`src/rtl/vsmac_seq_if.sv`:
```
// Signal bundle between vsmac_seq and its surroundings: command/result, x buffer load port,
// weight memory read port and the vsmac drive/return lanes.
interface vsmac_seq_if #(
  parameter int SIZE     = 3,
  parameter int MAX_COLS = 16
);
  localparam int AW = $clog2(MAX_COLS);
  localparam int CW = $clog2(MAX_COLS + 1);

  // Protocol: start is a one-cycle request accepted only while busy=0; the product
  // completes with a one-cycle done/result_valid pulse, and result holds until the next capture.
  logic                start;
  logic [CW-1:0]       num_cols;
  logic                x_wr_en;
  logic [AW-1:0]       x_wr_addr;
  logic [7:0]          x_wr_data;
  logic                w_rd_en;
  logic [AW-1:0]       w_rd_addr;
  logic [8*SIZE-1:0]   w_rd_data;
  logic                mac_reset;
  logic                mac_enable;
  logic [8*SIZE-1:0]   mac_a;
  logic [7:0]          mac_b;
  logic [8*SIZE-1:0]   mac_out;
  logic                busy;
  logic                done;
  logic [8*SIZE-1:0]   result;
  logic                result_valid;
  logic [2:0]          dbg_state;

  modport master (
    output start, num_cols, x_wr_en, x_wr_addr, x_wr_data, w_rd_data, mac_out,
    input  w_rd_en, w_rd_addr, mac_reset, mac_enable, mac_a, mac_b,
           busy, done, result, result_valid, dbg_state
  );

  modport slave (
    input  start, num_cols, x_wr_en, x_wr_addr, x_wr_data, w_rd_data, mac_out,
    output w_rd_en, w_rd_addr, mac_reset, mac_enable, mac_a, mac_b,
           busy, done, result, result_valid, dbg_state
  );
endinterface

```
`src/rtl/vsmac_seq.sv`:
```
// Sequencer feeding vsmac one weight column per cycle against a buffered x vector,
// then draining the MAC pipeline and capturing the accumulated product.
module vsmac_seq #(
  parameter int SIZE     = 3,
  parameter int MAX_COLS = 16,
  parameter int MAC_LAT  = 3
) (
  input  logic        clk,
  input  logic        reset,
  vsmac_seq_if.slave  bus
);
  localparam int AW = $clog2(MAX_COLS);
  localparam int CW = $clog2(MAX_COLS + 1);
  localparam int DW = $clog2(MAC_LAT + 1);

  typedef enum logic [2:0] {S_IDLE, S_CLEAR, S_ISSUE, S_DRAIN, S_DONE} state_t;

  state_t            state, state_n;
  logic [CW-1:0]     n_q, k_q;
  logic [DW-1:0]     d_q;
  logic [7:0]        b_q;
  logic [8*SIZE-1:0] result_q;
  logic [7:0]        x_buf [MAX_COLS];

  logic [CW-1:0]     n_in;
  logic [CW-1:0]     k_next;
  logic              more_cols;
  logic              last_drain;
  logic              w_rd_en, mac_reset, mac_enable, busy, done;
  logic [AW-1:0]     w_rd_addr;

  assign n_in       = (bus.num_cols > CW'(MAX_COLS)) ? CW'(MAX_COLS) : bus.num_cols;
  assign k_next     = k_q + CW'(1);
  assign more_cols  = k_next < n_q;
  assign last_drain = d_q == DW'(MAC_LAT - 1);

  always_ff @(posedge clk or negedge reset) begin
    if (!reset) state <= S_IDLE;
    else        state <= state_n;
  end

  always_comb begin
    state_n    = state;
    w_rd_en    = 1'b0;
    w_rd_addr  = '0;
    mac_reset  = 1'b0;
    mac_enable = 1'b0;
    busy       = 1'b1;
    done       = 1'b0;
    case (state)
      S_IDLE: begin
        busy = 1'b0;
        if (bus.start) state_n = (n_in == '0) ? S_DONE : S_CLEAR;
      end
      S_CLEAR: begin
        mac_reset = 1'b1;
        w_rd_en   = 1'b1;
        state_n   = S_ISSUE;
      end
      S_ISSUE: begin
        mac_enable = 1'b1;
        // Prefetch the next column so it lands on w_rd_data exactly when it is issued.
        if (more_cols) begin
          w_rd_en   = 1'b1;
          w_rd_addr = AW'(k_next);
        end else begin
          state_n = S_DRAIN;
        end
      end
      S_DRAIN: begin
        mac_enable = 1'b1;
        if (last_drain) state_n = S_DONE;
      end
      S_DONE: begin
        done    = 1'b1;
        state_n = S_IDLE;
      end
      default: state_n = S_IDLE;
    endcase
  end

  // b_q is loaded one cycle ahead so x[k] meets the column returned by the 1-cycle memory.
  always_ff @(posedge clk or negedge reset) begin
    if (!reset) begin
      n_q      <= '0;
      k_q      <= '0;
      d_q      <= '0;
      b_q      <= '0;
      result_q <= '0;
    end else begin
      case (state)
        S_IDLE: begin
          k_q <= '0;
          d_q <= '0;
          b_q <= '0;
          if (bus.start) begin
            n_q <= n_in;
            if (n_in == '0) result_q <= '0;
          end
        end
        S_CLEAR: begin
          k_q <= '0;
          d_q <= '0;
          b_q <= x_buf[0];
        end
        S_ISSUE: begin
          if (more_cols) begin
            k_q <= k_next;
            b_q <= x_buf[AW'(k_next)];
          end else begin
            b_q <= '0;
          end
        end
        S_DRAIN: begin
          d_q <= d_q + DW'(1);
          if (last_drain) result_q <= bus.mac_out;
        end
        default: b_q <= '0;
      endcase
    end
  end

  // The x buffer survives reset and only accepts writes while idle.
  always_ff @(posedge clk) begin
    if (bus.x_wr_en && state == S_IDLE && int'(bus.x_wr_addr) < MAX_COLS)
      x_buf[bus.x_wr_addr] <= bus.x_wr_data;
  end

  assign bus.w_rd_en      = w_rd_en;
  assign bus.w_rd_addr    = w_rd_addr;
  assign bus.mac_reset    = mac_reset;
  assign bus.mac_enable   = mac_enable;
  assign bus.mac_a        = (state == S_ISSUE) ? bus.w_rd_data : '0;
  assign bus.mac_b        = b_q;
  assign bus.busy         = busy;
  assign bus.done         = done;
  assign bus.result_valid = done;
  assign bus.result       = result_q;
  assign bus.dbg_state    = state;
endmodule
```
`src/flat_wrapper.sv`:
```
// flat-port wrapper written by rule: the top's interface ports become plain ports
module vsmac_seq_flat 
#(
  parameter int SIZE     = 3,
  parameter int MAX_COLS = 16,
  parameter int MAC_LAT  = 3
)
  (clk, reset, bus_start, bus_num_cols, bus_x_wr_en, bus_x_wr_addr, bus_x_wr_data, bus_w_rd_data, bus_mac_out, bus_w_rd_en, bus_w_rd_addr, bus_mac_reset, bus_mac_enable, bus_mac_a, bus_mac_b, bus_busy, bus_done, bus_result, bus_result_valid, bus_dbg_state);
  vsmac_seq_if #(.SIZE(SIZE), .MAX_COLS(MAX_COLS)) bus_i ();
  input  logic clk;
  input  logic reset;
  input wire logic [$bits(bus_i.start)-1:0] bus_start;
  input wire logic [$bits(bus_i.num_cols)-1:0] bus_num_cols;
  input wire logic [$bits(bus_i.x_wr_en)-1:0] bus_x_wr_en;
  input wire logic [$bits(bus_i.x_wr_addr)-1:0] bus_x_wr_addr;
  input wire logic [$bits(bus_i.x_wr_data)-1:0] bus_x_wr_data;
  input wire logic [$bits(bus_i.w_rd_data)-1:0] bus_w_rd_data;
  input wire logic [$bits(bus_i.mac_out)-1:0] bus_mac_out;
  output wire logic [$bits(bus_i.w_rd_en)-1:0] bus_w_rd_en;
  output wire logic [$bits(bus_i.w_rd_addr)-1:0] bus_w_rd_addr;
  output wire logic [$bits(bus_i.mac_reset)-1:0] bus_mac_reset;
  output wire logic [$bits(bus_i.mac_enable)-1:0] bus_mac_enable;
  output wire logic [$bits(bus_i.mac_a)-1:0] bus_mac_a;
  output wire logic [$bits(bus_i.mac_b)-1:0] bus_mac_b;
  output wire logic [$bits(bus_i.busy)-1:0] bus_busy;
  output wire logic [$bits(bus_i.done)-1:0] bus_done;
  output wire logic [$bits(bus_i.result)-1:0] bus_result;
  output wire logic [$bits(bus_i.result_valid)-1:0] bus_result_valid;
  output wire logic [$bits(bus_i.dbg_state)-1:0] bus_dbg_state;
  assign bus_i.start = bus_start;
  assign bus_i.num_cols = bus_num_cols;
  assign bus_i.x_wr_en = bus_x_wr_en;
  assign bus_i.x_wr_addr = bus_x_wr_addr;
  assign bus_i.x_wr_data = bus_x_wr_data;
  assign bus_i.w_rd_data = bus_w_rd_data;
  assign bus_i.mac_out = bus_mac_out;
  assign bus_w_rd_en = bus_i.w_rd_en;
  assign bus_w_rd_addr = bus_i.w_rd_addr;
  assign bus_mac_reset = bus_i.mac_reset;
  assign bus_mac_enable = bus_i.mac_enable;
  assign bus_mac_a = bus_i.mac_a;
  assign bus_mac_b = bus_i.mac_b;
  assign bus_busy = bus_i.busy;
  assign bus_done = bus_i.done;
  assign bus_result = bus_i.result;
  assign bus_result_valid = bus_i.result_valid;
  assign bus_dbg_state = bus_i.dbg_state;
  vsmac_seq #(.SIZE(SIZE), .MAX_COLS(MAX_COLS), .MAC_LAT(MAC_LAT)) u_core (.clk(clk), .reset(reset), .bus(bus_i));
endmodule
```
`config.mk`:
```
export PLATFORM = sky130hd
export DESIGN_NAME = vsmac_seq_flat
export DESIGN_NICKNAME = d
export VERILOG_FILES = /design/src/rtl/vsmac_seq_if.sv /design/src/rtl/vsmac_seq.sv /design/src/flat_wrapper.sv
export SDC_FILE = /design/constraint.sdc
export NUM_CORES = 1
export LEC_CHECK = 0
export ABC_CLOCK_PERIOD_IN_PS = 6300
export CAP_MARGIN = 5
export CORE_MARGIN = 2
export CORE_UTILIZATION = 55
export CTS_CLUSTER_SIZE = 28
export DETAILED_ROUTE_END_ITERATION = 8
export PLACE_DENSITY = 0.87
export SLEW_MARGIN = 10
export SYNTH_ARGS = -nofsm -noshare
export SYNTH_HDL_FRONTEND = slang
export SYNTH_SLANG_ARGS = --single-unit
```
`constraint.sdc`:
```
create_clock -name clk -period 6.3 [get_ports clk]
set_clock_uncertainty 0.05 [all_clocks]
set_input_delay 0.63 -clock clk [delete_from_list [all_inputs] [get_ports clk]]
set_output_delay 0.63 -clock clk [all_outputs]
set_load 0.01 [all_outputs]
```
==> results of run 1 <==
-- per-layer routing --
layer | share of wire [%] | up-vias | GRT usage (%)
li1 | - | 1887 | -
met1 | 39 | 2142 | 31.2
met5 | 0 | - | 0
met2 | 51 | 234 | 41.7
met4 | 2.3 | 0 | 9.97
met3 | 7.7 | 27 | 7.04
-- synth_stat cells, drive strengths merged, types with 2 or more instances --
cell and instances:
inv 8, edfxtp 128, ha 6, buf 8, a21o 4, xnor2 2
mux4 40, clkbuf 13, dfrtp 47, o21ai 9, nor2b 4, nor3 7
o2bb2ai 8, mux2i 8, nor2 20, nand3 3, nand2b 8, and2 28
nand2 12, a22o 25
-- worst reg2reg max path: cells and delay by family (launching register included) --
family	cells	cell delay (ns)
AO/OA/AOI/OAI	4	1.38
adder cells (fa/ha/maj)	2	0.64
flip-flops	1	0.48
XOR/XNOR	1	0.47
AND/OR/NAND/NOR	1	0.23
-- report_power, final --
part / internal, mW / total, mW / switching, mW
Clock: 0.704 / 1.12 / 0.420
Sequential: 1.38 / 1.51 / 0.124
Combinational: 0.853 / 1.58 / 0.727
-- cell families (layout without fill, tap and decap cells) --
logic type / Yosys count / count (layout) / synth area share [%]
AOI/OAI and AO/OA: 53 / 53 / 5.80
xor gates and xnor gates: 3 / 3 / 0.725
adders and majority gates: 6 / 6 / 1.04
buffers and inverters: 29 / 181 / 2.00
DFF: 175 / 175 / 69.2
muxes: 49 / 49 / 14.7
and+or+nand+nor: 89 / 89 / 6.49
-- layout make-up --
| type | instances | area share (%) |
|---|---|---|
| Multi-Input combinational cell | 200 | 22.4 |
| Timing Repair Buffer | 141 | 14.8 |
| Sequential cell | 175 | 53.4 |
| Tap cell | 172 | 2.29 |
| Clock inverter | 14 | 2.26 |
| Clock buffer | 18 | 4.56 |
| Inverter | 8 | 0.319 |
-- stage by stage --
stage | power, mW | std cells | hold slack, ns
6_report | 4.21 | 728 | 0.323
2_1_floorplan | 2.43 | 404 | 0.284
5_1_grt | 4.41 | 728 | 0.411
3_5_place_dp | 3.11 | 696 | 0.438
3_3_place_gp | 3.05 | 696 | 0.424
4_1_cts | 4.24 | 728 | 0.343
-- registers in the layout (all words and copies together), names as in the netlist --
signal                cells
u_core.x_buf            128
u_core.bus.mac_b          8
u_core.d_q                2
u_core.bus.result        24
u_core.k_q                5
u_core.bus.dbg_state      3
u_core.n_q                5
-- final timing paths --
| check | start | end | slack [ns] |
|---|---|---|---|
| worst min register to register | u_core.d_q[0]$_DFFE_PN0P_ | u_core.d_q[0]$_DFFE_PN0P_ | 0.45 |
| worst min-delay path | reset | u_core.bus.mac_b[5]$_DFFE_PN0N_ | 0.32 |
| max in group asynchronous | reset | u_core.k_q[0]$_DFFE_PN0P_ | 5.18 |
| worst max-delay path | u_core.k_q[0]$_DFFE_PN0P_ | bus_w_rd_addr[0] | 1.65 |
| worst max register to register | u_core.k_q[0]$_DFFE_PN0P_ | u_core.k_q[0]$_DFFE_PN0P_ | 2.94 |
| min in group clk | u_core.d_q[0]$_DFFE_PN0P_ | u_core.d_q[0]$_DFFE_PN0P_ | 0.45 |
==> flow_results.org, run 1 <==
** Outcome
- Result of the run :: complete, no violations

** Clock tree
- Post-CTS Resized :: 0
- H-Tree Level Count :: 4
- TritonCTS Buffers :: 17
- Clock-pin slew on the worst setup and hold paths :: 0.06 ns
- Hold-fix buffer count after cts :: 0
- Clock tree synthesis found a total of 175 sinks.
- TritonCTS built the clock tree.
- Setup Fix Bufs, Post-CTS :: 0
- Buffer cell driving the clock tree root :: clkbuf_16
- Deepest clock path buffer count :: 2
- Clock insertion delay at the later pin of the skew report :: 0.42 ns

** STA
- Maximum operating frequency :: 215 MHz
- Setup repair after global routing left no endpoint under its margin.
- Final setup violation count :: 0
- At the pin with the least slew margin, the transition time is 1.12 ns.
- Final critical path time including I/O delays and setup :: 4.65 ns
- Max-slew headroom :: 25.3%
- The final critical path takes up 73.8% of the cycle.
- Number of hold violations in the final report :: 0
- In the post-route analysis, the smallest setup slack over all paths is 1.65 ns.
- Number of max-slew violations in the final report :: 0
- Total negative slack :: 0 ns

** Setup path
- Kind of start point of the critical path :: register
- Highest-delay cell along the critical path :: a211oi_2
- In this design, the critical path's most frequently occurring cell is ha_1.
- Counting both buffers and inverters, the worst setup path holds a total of 1.
- Arrival time of the worst setup path :: 3.97 ns
- Crit. path cell count :: 8
- The signal on the critical path passes through ha_1 -> xor2_4 -> ha_1 -> o211ai_1 -> o21ai_1 -> a211oi_2 -> nor2b_1 -> clkdlybuf4s50_1.
- Top fanout value on the critical path :: 17
- Worst Reg2Reg Path Length in Cells :: 8
- Critical path type :: register to output pin
- Endpoint class of the critical path :: output pin
- Required time of the worst setup path :: 5.62 ns
- Largest incremental delay on the critical path :: 0.94 ns
- Family with the most delay on the worst path :: compound AO/OA/AOI/OAI gates

** GRT
- The total overflow left after global routing is 0.
- Overall track demand over capacity in global routing :: 25.0%
- Entering global routing, the biggest net connects 48 pins.
- Vias in the first global route :: 4396
- Antenna violations before repair :: 0
- First-pass GRT wire length :: 25800 µm

** Pwr
- Leakage :: 3.41 nW
- Power spread over the standard cell area amounts to 447 nW/µm².
- VDD sags by at most 0.302 mV.

** Floorplanning
- DIE AREA :: 14100 µm²
- Y dimension of the die :: 119 µm
- For this configuration, the core starts out at a cell density of 57.0%.
- The total area inside the core boundary comes to 12700 µm².
- Cell row count :: 41
- Die W :: 119 µm
- For this design the top-level I/O count stands at 138.

** Routing
- For this block, the via count after detailed routing is 4290.
- First-pass iteration count of the detailed router :: 5
- Routed wire per std cell :: 22.9 µm
- The routed design has 16600 µm of wire.
- The detailed router finished its first iteration with 397 violations.
- Post-detailed-route DRC marker count :: 0
- In the routed layout, each cell is associated on average with a via count of 5.89.
- The detail route stage leaves a number of antenna-violating nets equal to 0.

** Logic synthesis
- Synth Instances :: 404
- In this run, synthesis inferred 128 flip-flops with an integrated enable.
- The top cell type by area accounts for 53.0% of the synthesized area.
- The cell area that synthesis handed to floorplanning was 7250 µm².
- Average size of a mapped cell :: 17.9 µm²
- Distinct cells, synth :: 43
- edfxtp_1 takes more of the synthesized area than any other cell.
- After synthesis the netlist holds a flip-flop and latch count of 175.
- The most used flip-flop cell after synthesis is edfxtp_1.
- Of all flip-flops after synthesis, the portion carrying an async set or reset was 26.9%.
- The number of nets handed over by synthesis was 479.
- Sequential element share of the synthesized area :: 69.2%
- Most area-consuming cells after synthesis :: edfxtp_1 53%, dfrtp_1 16%, mux4_1 7.2%
- Synth Warn # :: 0

** Final layout
- Cells fill 74.0% of the core in the end.
- In the final layout, the share of cells above drive strength 1 is 11.9%.
- The number of antenna diodes in the final layout is 0.
- Area of the multi-input gates :: 2110 µm²
- Number of nets in the final layout :: 618
- Leaving out fill and tap cells, the most frequent cell in the layout is clkdlybuf4s50_1.
- Post-Layout Inst Area :: 9410 µm²
- After filler insertion, the fill cell instance count of the layout stands at 753.
- Sequential cell area :: 5020 µm²
- Highest-count cells in the layout ignoring fill and taps :: 136 x clkdlybuf4s50_1, 128 x edfxtp_1, 46 x dfrtp_1, 28 x and2_1, 25 x a22o_1
- Synthesis-to-finish area growth :: 29.8%

** Placement
- Worst slack after detailed placement :: 2.06 ns
- Routability-driven placement finished with a final weighted congestion of 0.864.
- Cell area reported after detailed placement :: 8750 µm²
- Once detailed placement completed, the half-perimeter wirelength came to 11400 µm.
- Buffers placed on the I/O ports in this run total 137.

** Job
- Number of violations of the max-capacitance limit :: 0

** Min path
- Worst Hold Class :: input port to async pin
(Power assumes the default switching activity.)
==> run 2, diff against run 1 <==
Settings changed: ABC_CLOCK_PERIOD_IN_PS 6300 to 4500, CORE_UTILIZATION 55 to 52, PLACE_DENSITY 0.87 to 0.83.
Clock period 6.3 ns to 4.5 ns, I/O delays scaled along.
==> run 2 against run 1 <==
Count of clock-buffer cells in the layout unchanged. Sequential cell count unchanged. Global-route usage down 2.8 points. Cell area about the same. Worst hold slack worse by 0.26 ns. Register-to-register slack worse by 1.7 ns. Utilization down 5.7 points. Critical path type unchanged. Largest cell class unchanged.
==> flow_results.org, run 2 (same netlist as run 1, synthesis figures left out) <==
** Routing
- Routed wire per std cell :: 21.3 µm (was 22.9 µm)
- Post-detailed-route DRC marker count :: 0 (unchanged)
- First-pass iteration count of the detailed router :: 5 (unchanged)
- The DRC marker count from the first detailed-route iteration came to 403 (was 397).
- Post-detailed-route count of antenna-violating nets :: 0 (unchanged)
- The total via count after detailed routing came to 4266 (was 4290).
- The wire length reported by the detailed router was 15800 µm (was 16600 µm).
- The via density per instance is 5.74 (was 5.89).

** Setup path
- Most numerous cell on the critical path :: ha_1 (unchanged)
- The type of destination of the critical path was an output pin (unchanged).
- Cell chain of the critical path :: ha_1 -> xor2_4 -> buf_4 -> ha_1 -> o211ai_1 -> o21ai_1 -> a211oi_2 -> and2_1 -> clkdlybuf4s50_1 (was ha_1 -> xor2_4 -> ha_1 -> o211ai_1 -> o21ai_1 -> a211oi_2 -> nor2b_1 -> clkdlybuf4s50_1)
- The worst path required time came to 4.00 ns (was 5.62 ns).
- Critical path type :: register to output pin (unchanged)
- Largest incremental delay on the critical path :: 0.69 ns (was 0.94 ns)
- Kind of start point of the critical path :: register (unchanged)
- The critical path arrival is 3.51 ns (was 3.97 ns).
- Highest-delay cell along the critical path :: a211oi_2 (unchanged)
- The maximum fanout count along the critical path was 12 (was 17).

** STA
- Max-slew headroom :: 25.5% (was 25.3%)
- RSZ-0062 raised after global routing :: false (unchanged)
- Slew at the pin closest to its max-slew limit :: 1.12 ns (about the same)
- Final setup violation count :: 0 (unchanged)
- The max-slew violation total from the final report came to 0 (unchanged).
- Number of hold violations in the final report :: 0 (unchanged)
- Maximum operating frequency :: 250 MHz
- Dividing the final minimum period by the clock period gives 89.0%.
- Final critical path time including I/O delays and setup :: 4.01 ns
- The sum of negative setup slack is 0 ns (unchanged).

** GRT
- The total congestion overflow after global routing came to 0 (unchanged).
- Maximum number of pins on one net before global-route repair :: 48 (unchanged)
- Vias in the first global route :: 4408 (was 4396)
- First-pass GRT wire length :: 24000 µm (was 25800 µm)
- Overall track demand over capacity in global routing :: 22.2% (was 25.0%)
- Antenna violations before repair :: 0 (unchanged)

** Min path
- Worst Hold Class :: input port to async pin (unchanged)

** Placement
- The placer's final routability congestion estimate is 0.832 (was 0.864).
- Number of port buffers :: 137 (unchanged)
- The detailed placement HPWL came to 11100 µm (was 11400 µm).

** Clock tree
- Deepest clock path buffer count :: 2 (unchanged)
- Clock-pin slew on the worst setup and hold paths :: 0.06 ns (about the same)
- The post-cts resize count came to 0 (unchanged).
- Setup Fix Bufs, Post-CTS :: 0 (unchanged)
- The CTS tree was done (unchanged).
- Sink count of the clock tree :: 175 (unchanged)
- TritonCTS Buffers :: 17 (unchanged)
- The clock network latency to the later pin of the worst-skew pair is 0.42 ns (about the same).
- The root cell of the clock tree was clkbuf_16 (unchanged).
- The quantity of hold-fixing buffers added after cts was 0 (unchanged).
- The number of levels the H-tree was split into was 4 (unchanged).

** Final layout
- The most common cell after layout, fill and taps aside is clkdlybuf4s50_1 (unchanged).
- The count of inserted antenna diode cells is 0 (unchanged).
- The flip-flop count of the largest register after layout was 128 (unchanged).
- Largest register by flop count :: u_core.x_buf (unchanged)
- Final Core Density :: 68.3% (was 74.0%)
- Number of nets in the final layout :: 625 (was 618)
- The share of final-layout standard cells stronger than drive strength 1 was 12.1% (was 11.9%).
- Highest-count cells in the layout ignoring fill and taps :: 136 x clkdlybuf4s50_1, 128 x edfxtp_1, 46 x dfrtp_1, 28 x and2_1, 25 x a22o_1 (unchanged)
- Synthesis-to-finish area growth :: 29.8% (about the same)

** Floorplanning
- Cell row count :: 43 (was 41)
- The number of primary I/O pins was 138 (unchanged).
- The placeable core region was 13800 µm² (was 12700 µm²).
- Starting density of the core :: 52.6% (was 57.0%)
- The x dimension of the die was 122 µm (was 119 µm).
- DIE AREA :: 14900 µm² (was 14100 µm²)
- Y dimension of the die :: 122 µm (was 119 µm)

** Outcome
- Result of the run :: complete, no violations (unchanged)

** Pwr
- The worst supply voltage drop on vdd came to 0.370 mV (was 0.302 mV).
- Leakage :: 3.42 nW (was 3.41 nW)
- The power density over cell area is 608 nW/µm² (was 447 nW/µm²).

** Job
- The number of violations of the max-capacitance limit is 0 (unchanged).
## run 2: routing by layer
metal / track usage, % / vias up / wire length, µm
li1: - / 1898 / -
met4: 7.90 / 0 / 239
met5: 0 / - / 0
met2: 38.8 / 190 / 8060
met1: 26.6 / 2161 / 6300
met3: 6.23 / 17 / 1230
## run 2: final timing paths
kind                                                      from                          endpoint  slack [ns]  cells past startpoint
max in group asynchronous                                reset         u_core.k_q[0]$_DFFE_PN0P_        3.90                      2
setup / recovery                     u_core.k_q[0]$_DFFE_PN0P_                  bus_w_rd_addr[2]        0.49                      9
hold / removal                                           reset  u_core.bus.result[5]$_DFFE_PN0P_        0.06                      2
min in group clk                     u_core.n_q[0]$_DFFE_PN0P_         u_core.n_q[0]$_DFFE_PN0P_        0.43                      2
hold reg to reg                      u_core.n_q[0]$_DFFE_PN0P_         u_core.n_q[0]$_DFFE_PN0P_        0.43                      2
setup reg to reg           u_core.bus.dbg_state[1]$_DFFE_PN0P_     u_core.x_buf[12][5]$_DFFE_PP_        1.20                      4
## run 2: area by class of cell
| type | instances | area (µm²) |
|---|---|---|
| sequential | 175 | 5020 |
| clock buffer | 18 | 429 |
| fill | 918 | 4360 |
| timing repair buffer | 148 | 1450 |
| clock inverter | 14 | 166 |
| tap | 180 | 225 |
| multi-input combinational | 200 | 2090 |
| inverter | 8 | 30.0 |
## run 2: stage by stage
| step | hold WS, ns | worst slack (ns) | instance area, µm² | power [mW] | cells |
|---|---|---|---|---|---|
| 4_1_cts | 0.0733 | 0.424 | 9410 | 5.77 | 743 |
| 5_1_grt | 0.100 | 0.281 | 9410 | 6.00 | 743 |
| 6_report | 0.0624 | 0.495 | 9410 | 5.72 | 743 |
| 3_5_place_dp | 0.418 | 0.928 | 8810 | 4.31 | 711 |
| 2_1_floorplan | 0.104 | 1.74 | 7250 | 3.40 | 404 |
| 3_3_place_gp | 0.419 | 0.993 | 8810 | 4.25 | 711 |
## run 2: report_power, final
group / internal, mW / switching, mW
combinational: 1.21 / 0.949
clock: 0.872 / 0.587
sequential: 1.94 / 0.164
## run 2: critical path, delay by kind of cell, from the launching register on
| kind | cells | cell delay, ns |
|---|---|---|
| AND/OR/NAND/NOR | 1 | 0.27 |
| AO/OA/AOI/OAI | 3 | 0.87 |
| buffers and inverters | 2 | 0.76 |
| XOR/XNOR | 1 | 0.20 |
| adder cells (fa/ha/maj) | 2 | 0.57 |
| flip-flops | 1 | 0.42 |
==> run 3, diff against run 2 <==
Settings changed: CORE_UTILIZATION 52 to 40, CTS_BUF_LIST set to sky130_fd_sc_hd__clkbuf_4, MAX_ROUTING_LAYER set to met4, PLACE_DENSITY 0.83 to 0.67.
==> run 3 against run 2 <==
Sequential cell count unchanged. Maximum frequency decreased by 0.50%. Routed wire length increased by 4.8%. Via count decreased by 1.0%. Register-to-register slack improved by 0.45 ns. Largest power group unchanged.
==> flow_results.org, run 3 (same netlist as run 1, synthesis figures left out) <==
** Outcome
- Result of the run :: complete, no violations (unchanged)

** Placement
- The cell area reported after detailed placement was 8850 µm² (was 8810 µm²).
- Detail Placement HPWL :: 11600 µm (was 11100 µm)
- Number of port buffers :: 137 (unchanged)
- The placer's final routability congestion estimate was 0.834 (was 0.832).

** Setup path
- The source of the worst register-to-register timing path is u_core.bus.dbg_state[1]$_DFFE_PN0P_ (unchanged).
- The maximum fanout count along the critical path was 17 (was 12).
- Kind of start point of the critical path :: register (unchanged)
- The cell at the slowest stage of the critical path is clkdlybuf4s50_1 (was a211oi_2).
- Endpoint class of the critical path :: output pin (unchanged)
- The slack of the worst reg-to-reg path came to 1.65 ns (was 1.20 ns).
- Beginning of the critical path :: u_core.k_q[2]$_DFFE_PN0P_ (was u_core.k_q[0]$_DFFE_PN0P_)
- Critical path type :: register to output pin (unchanged)
- The worst path required time came to 4.00 ns (about the same).
- Largest incremental delay on the critical path :: 0.57 ns (was 0.69 ns)
- The critical path arrival came to 3.53 ns (was 3.51 ns).
- Cell chain of the critical path: nand3_1 -> xnor2_2 -> ha_1 -> a21oi_1 -> o21ai_1 -> a211oi_2 -> buf_4 -> nor2b_1 -> clkdlybuf4s50_1 (was ha_1 -> xor2_4 -> buf_4 -> ha_1 -> o211ai_1 -> o21ai_1 -> a211oi_2 -> and2_1 -> clkdlybuf4s50_1).

** Pwr
- Switching power as a share of total power :: 32.5% (was 29.7%)
- The part of the power in registers came to 40.2% (was 36.8%).
- The share of total power in combinational logic is 42.3% (was 37.7%).
- Worst voltage drop across the vdd grid :: 0.344 mV (was 0.370 mV)
- Pwr dens :: 570 nW/µm² (was 608 nW/µm²)
- Leakage :: 3.27 nW (was 3.42 nW)
- Total Power :: 5.23 mW (was 5.72 mW)
- Clock network power share :: 17.6% (was 25.5%)
- The cell internal power dissipation was 3.53 mW (was 4.02 mW).
- Switching power of the nets :: 1.70 mW (about the same)

** Floorplanning
- IO Pins :: 138 (unchanged)
- The x dimension of the die came to 139 µm (was 122 µm).
- The placeable core region came to 17900 µm² (was 13800 µm²).
- The starting utilization of the core area is 40.5% (was 52.6%).
- Cell row count :: 49 (was 43)
- DIE AREA :: 19200 µm² (was 14900 µm²)
- The die span in y was 139 µm (was 122 µm).

** Routing
- Post-detailed-route DRC marker count :: 0 (unchanged)
- Wire length on met3 :: 1440 µm (was 1230 µm)
- The wire length reported by the detailed router came to 16600 µm (was 15800 µm).
- Count of routing violations after the opening detailed-route iteration :: 280 (was 403)
- Top Layer Used :: met4 (unchanged)
- The total via count after detailed routing is 4222 (was 4266).
- The total routed wire length on the met1 layer was 6640 µm (was 6300 µm).
- Routed wire per std cell :: 21.0 µm (was 21.3 µm)
- Vias per inst :: 5.34 (was 5.74)
- The detailed-router iteration count before antenna repair was 4 (was 5).
- Post-detailed-route count of antenna-violating nets :: 0 (unchanged)
- The met2 layer wire length in the routed design is 8080 µm (was 8060 µm).

** GRT
- Vias in the first global route :: 4236 (was 4408)
- Maximum number of pins on one net before global-route repair :: 48 (unchanged)
- The number of antenna violations at the first check in global routing came to 1 (was 0).
- The total routing usage reported by global routing is 18.1% (was 22.2%).
- The first-pass GRT wire length is 25000 µm (was 24000 µm).
- The total congestion overflow after global routing was 0 (unchanged).

** Final layout
- Fill cell total of the finished layout :: 1480 (was 918)
- The synthesis-to-layout area growth was 26.5% (was 29.8%).
- The final-stage net count came to 623 (was 625).
- Commonest non-fill, non-tap cell in the layout :: clkdlybuf4s50_1 (unchanged)
- The post-route standard cell area excluding fillers was 9180 µm² (was 9410 µm²).
- The register with the most flip-flops is u_core.x_buf (unchanged).
- The area of all sequential standard cells came to 5020 µm² (about the same).
- Highest-count cells in the layout ignoring fill and taps: 136 x clkdlybuf4s50_1, 128 x edfxtp_1, 47 x dfrtp_1, 28 x and2_1, 25 x a22o_1 (was 136 x clkdlybuf4s50_1, 128 x edfxtp_1, 46 x dfrtp_1, 28 x and2_1, 25 x a22o_1).
- The flip-flop count of the largest register after layout is 128 (unchanged).
- Ratio of cells with drive above 1 in the final layout :: 11.9% (was 12.1%)
- Area of the multi-input gates :: 2100 µm² (was 2090 µm²)

** Clock tree
- The clock network latency to the later pin of the worst-skew pair is 0.56 ns (was 0.42 ns).
- The CTS tree was done (unchanged).
- The post-cts resize count was 0 (unchanged).
- Sink count of the clock tree :: 175 (unchanged)
- The number of levels the H-tree was split into is 4 (unchanged).
- The root cell of the clock tree is clkbuf_4 (was clkbuf_16).
- The post-CTS clock slew at the launch and capture registers of the worst setup and hold paths came to 0.13 ns (was 0.06 ns).
- Deepest clock path buffer count :: 2 (unchanged)
- The total setup buffers inserted after CTS is 0 (unchanged).
- The TritonCTS buffer count is 17 (unchanged).

** STA
- The max-slew violation total from the final report is 0 (unchanged).
- Slew at the pin closest to its max-slew limit :: 1.15 ns (was 1.12 ns)
- The sum of negative setup slack is 0 ns (unchanged).
- Share of the cycle needed by the critical path after routing :: 89.5% (was 89.0%)
- Final setup violation count :: 0 (unchanged)
- RSZ-0062 raised after global routing: false (unchanged).
- Max-slew headroom :: 23.0% (was 25.5%)
- The hold violation total from the final report was 0 (unchanged).
- Final critical path time including I/O delays and setup :: 4.03 ns (was 4.01 ns)
- Maximum operating frequency :: 248 MHz (was 250 MHz)

** Job
- Number of violations of the max-capacitance limit :: 0 (unchanged)

** Min path
- In this run the most critical hold path is launched from bus_mac_out[9].
- The type of the tightest min-delay check is input port to register (was input port to async pin).
-- run 3: cell types whose count changed in the layout (fill, tap and decap cells not counted), sizes merged --
cell	change
clkinvlp	+4
buf	-3
clkinv	-3
diode	+1
dlygate4sd3	+1
inv	-1
-- run 3: metal layers --
| layer | up-vias | track usage [%] |
|---|---|---|
| met4 | 0 | 7.71 |
| met5 | - | - |
| li1 | 1888 | - |
| met1 | 2112 | 21.7 |
| met2 | 191 | 28.2 |
| met3 | 31 | 6.11 |
-- run 3: through the flow --
stage                     utilization, %  instances  setup WS (ns)  hold WS, ns
after floorplan                        -        404           1.74        0.104
after global placement              49.4        757           1.18        0.428
after detailed placement            49.4        757           1.06        0.432
after CTS                           51.2        790          0.408        0.384
after global routing                51.3        791          0.232        0.392
final                               51.3        791          0.475        0.434
-- run 3: worst max-delay path: cells and delay by family (launching register included) --
kind / cells / cell delay, ns
buf+inv: 2 / 0.82
xor+xnor: 1 / 0.51
flops: 1 / 0.49
compound gates: 3 / 0.43
simple gates: 2 / 0.37
fa+ha+maj: 1 / 0.36
-- run 3: layout make-up --
| type | instances | share of cell area [%] |
|---|---|---|
| Clock inverter | 14 | 1.83 |
| Sequential cell | 175 | 54.7 |
| Antenna cell | 1 | 0.0273 |
| Multi-Input combinational cell | 200 | 22.9 |
| Timing Repair Buffer | 146 | 15.7 |
| Tap cell | 229 | 3.12 |
| Inverter | 8 | 0.327 |
| Clock buffer | 18 | 1.47 |
-- run 3: repair_timing --
item | 4_1_cts | 5_1_grt
setup endpoints to repair | 0 | 0
hold buffers | 1 | 0
endpoints found under the hold margin | 5 | 0
-- run 3: path summary, 6_finish.rpt --
check,to,depth (start not counted)
min,u_core.bus.result[9]$_DFFE_PN0P_,2
min reg2reg,u_core.d_q[0]$_DFFE_PN0P_,1
min in group asynchronous,u_core.bus.result[11]$_DFFE_PN0P_,2
max reg2reg,u_core.x_buf[8][0]$_DFFE_PP_,5
max,bus_w_rd_addr[0],9
max in group asynchronous,u_core.n_q[1]$_DFFE_PN0P_,2
-- run 3: power by group through the flow --
stage | clock, mW | combinational, mW | sequential, mW
4_1_cts | 0.946 | 2.24 | 2.10
6_report | 0.919 | 2.21 | 2.10
3_5_place_dp | 0 | 2.23 | 2.14
3_3_place_gp | 0 | 2.20 | 2.13
5_1_grt | 1.01 | 2.37 | 2.12
2_1_floorplan | 0 | 1.26 | 2.14
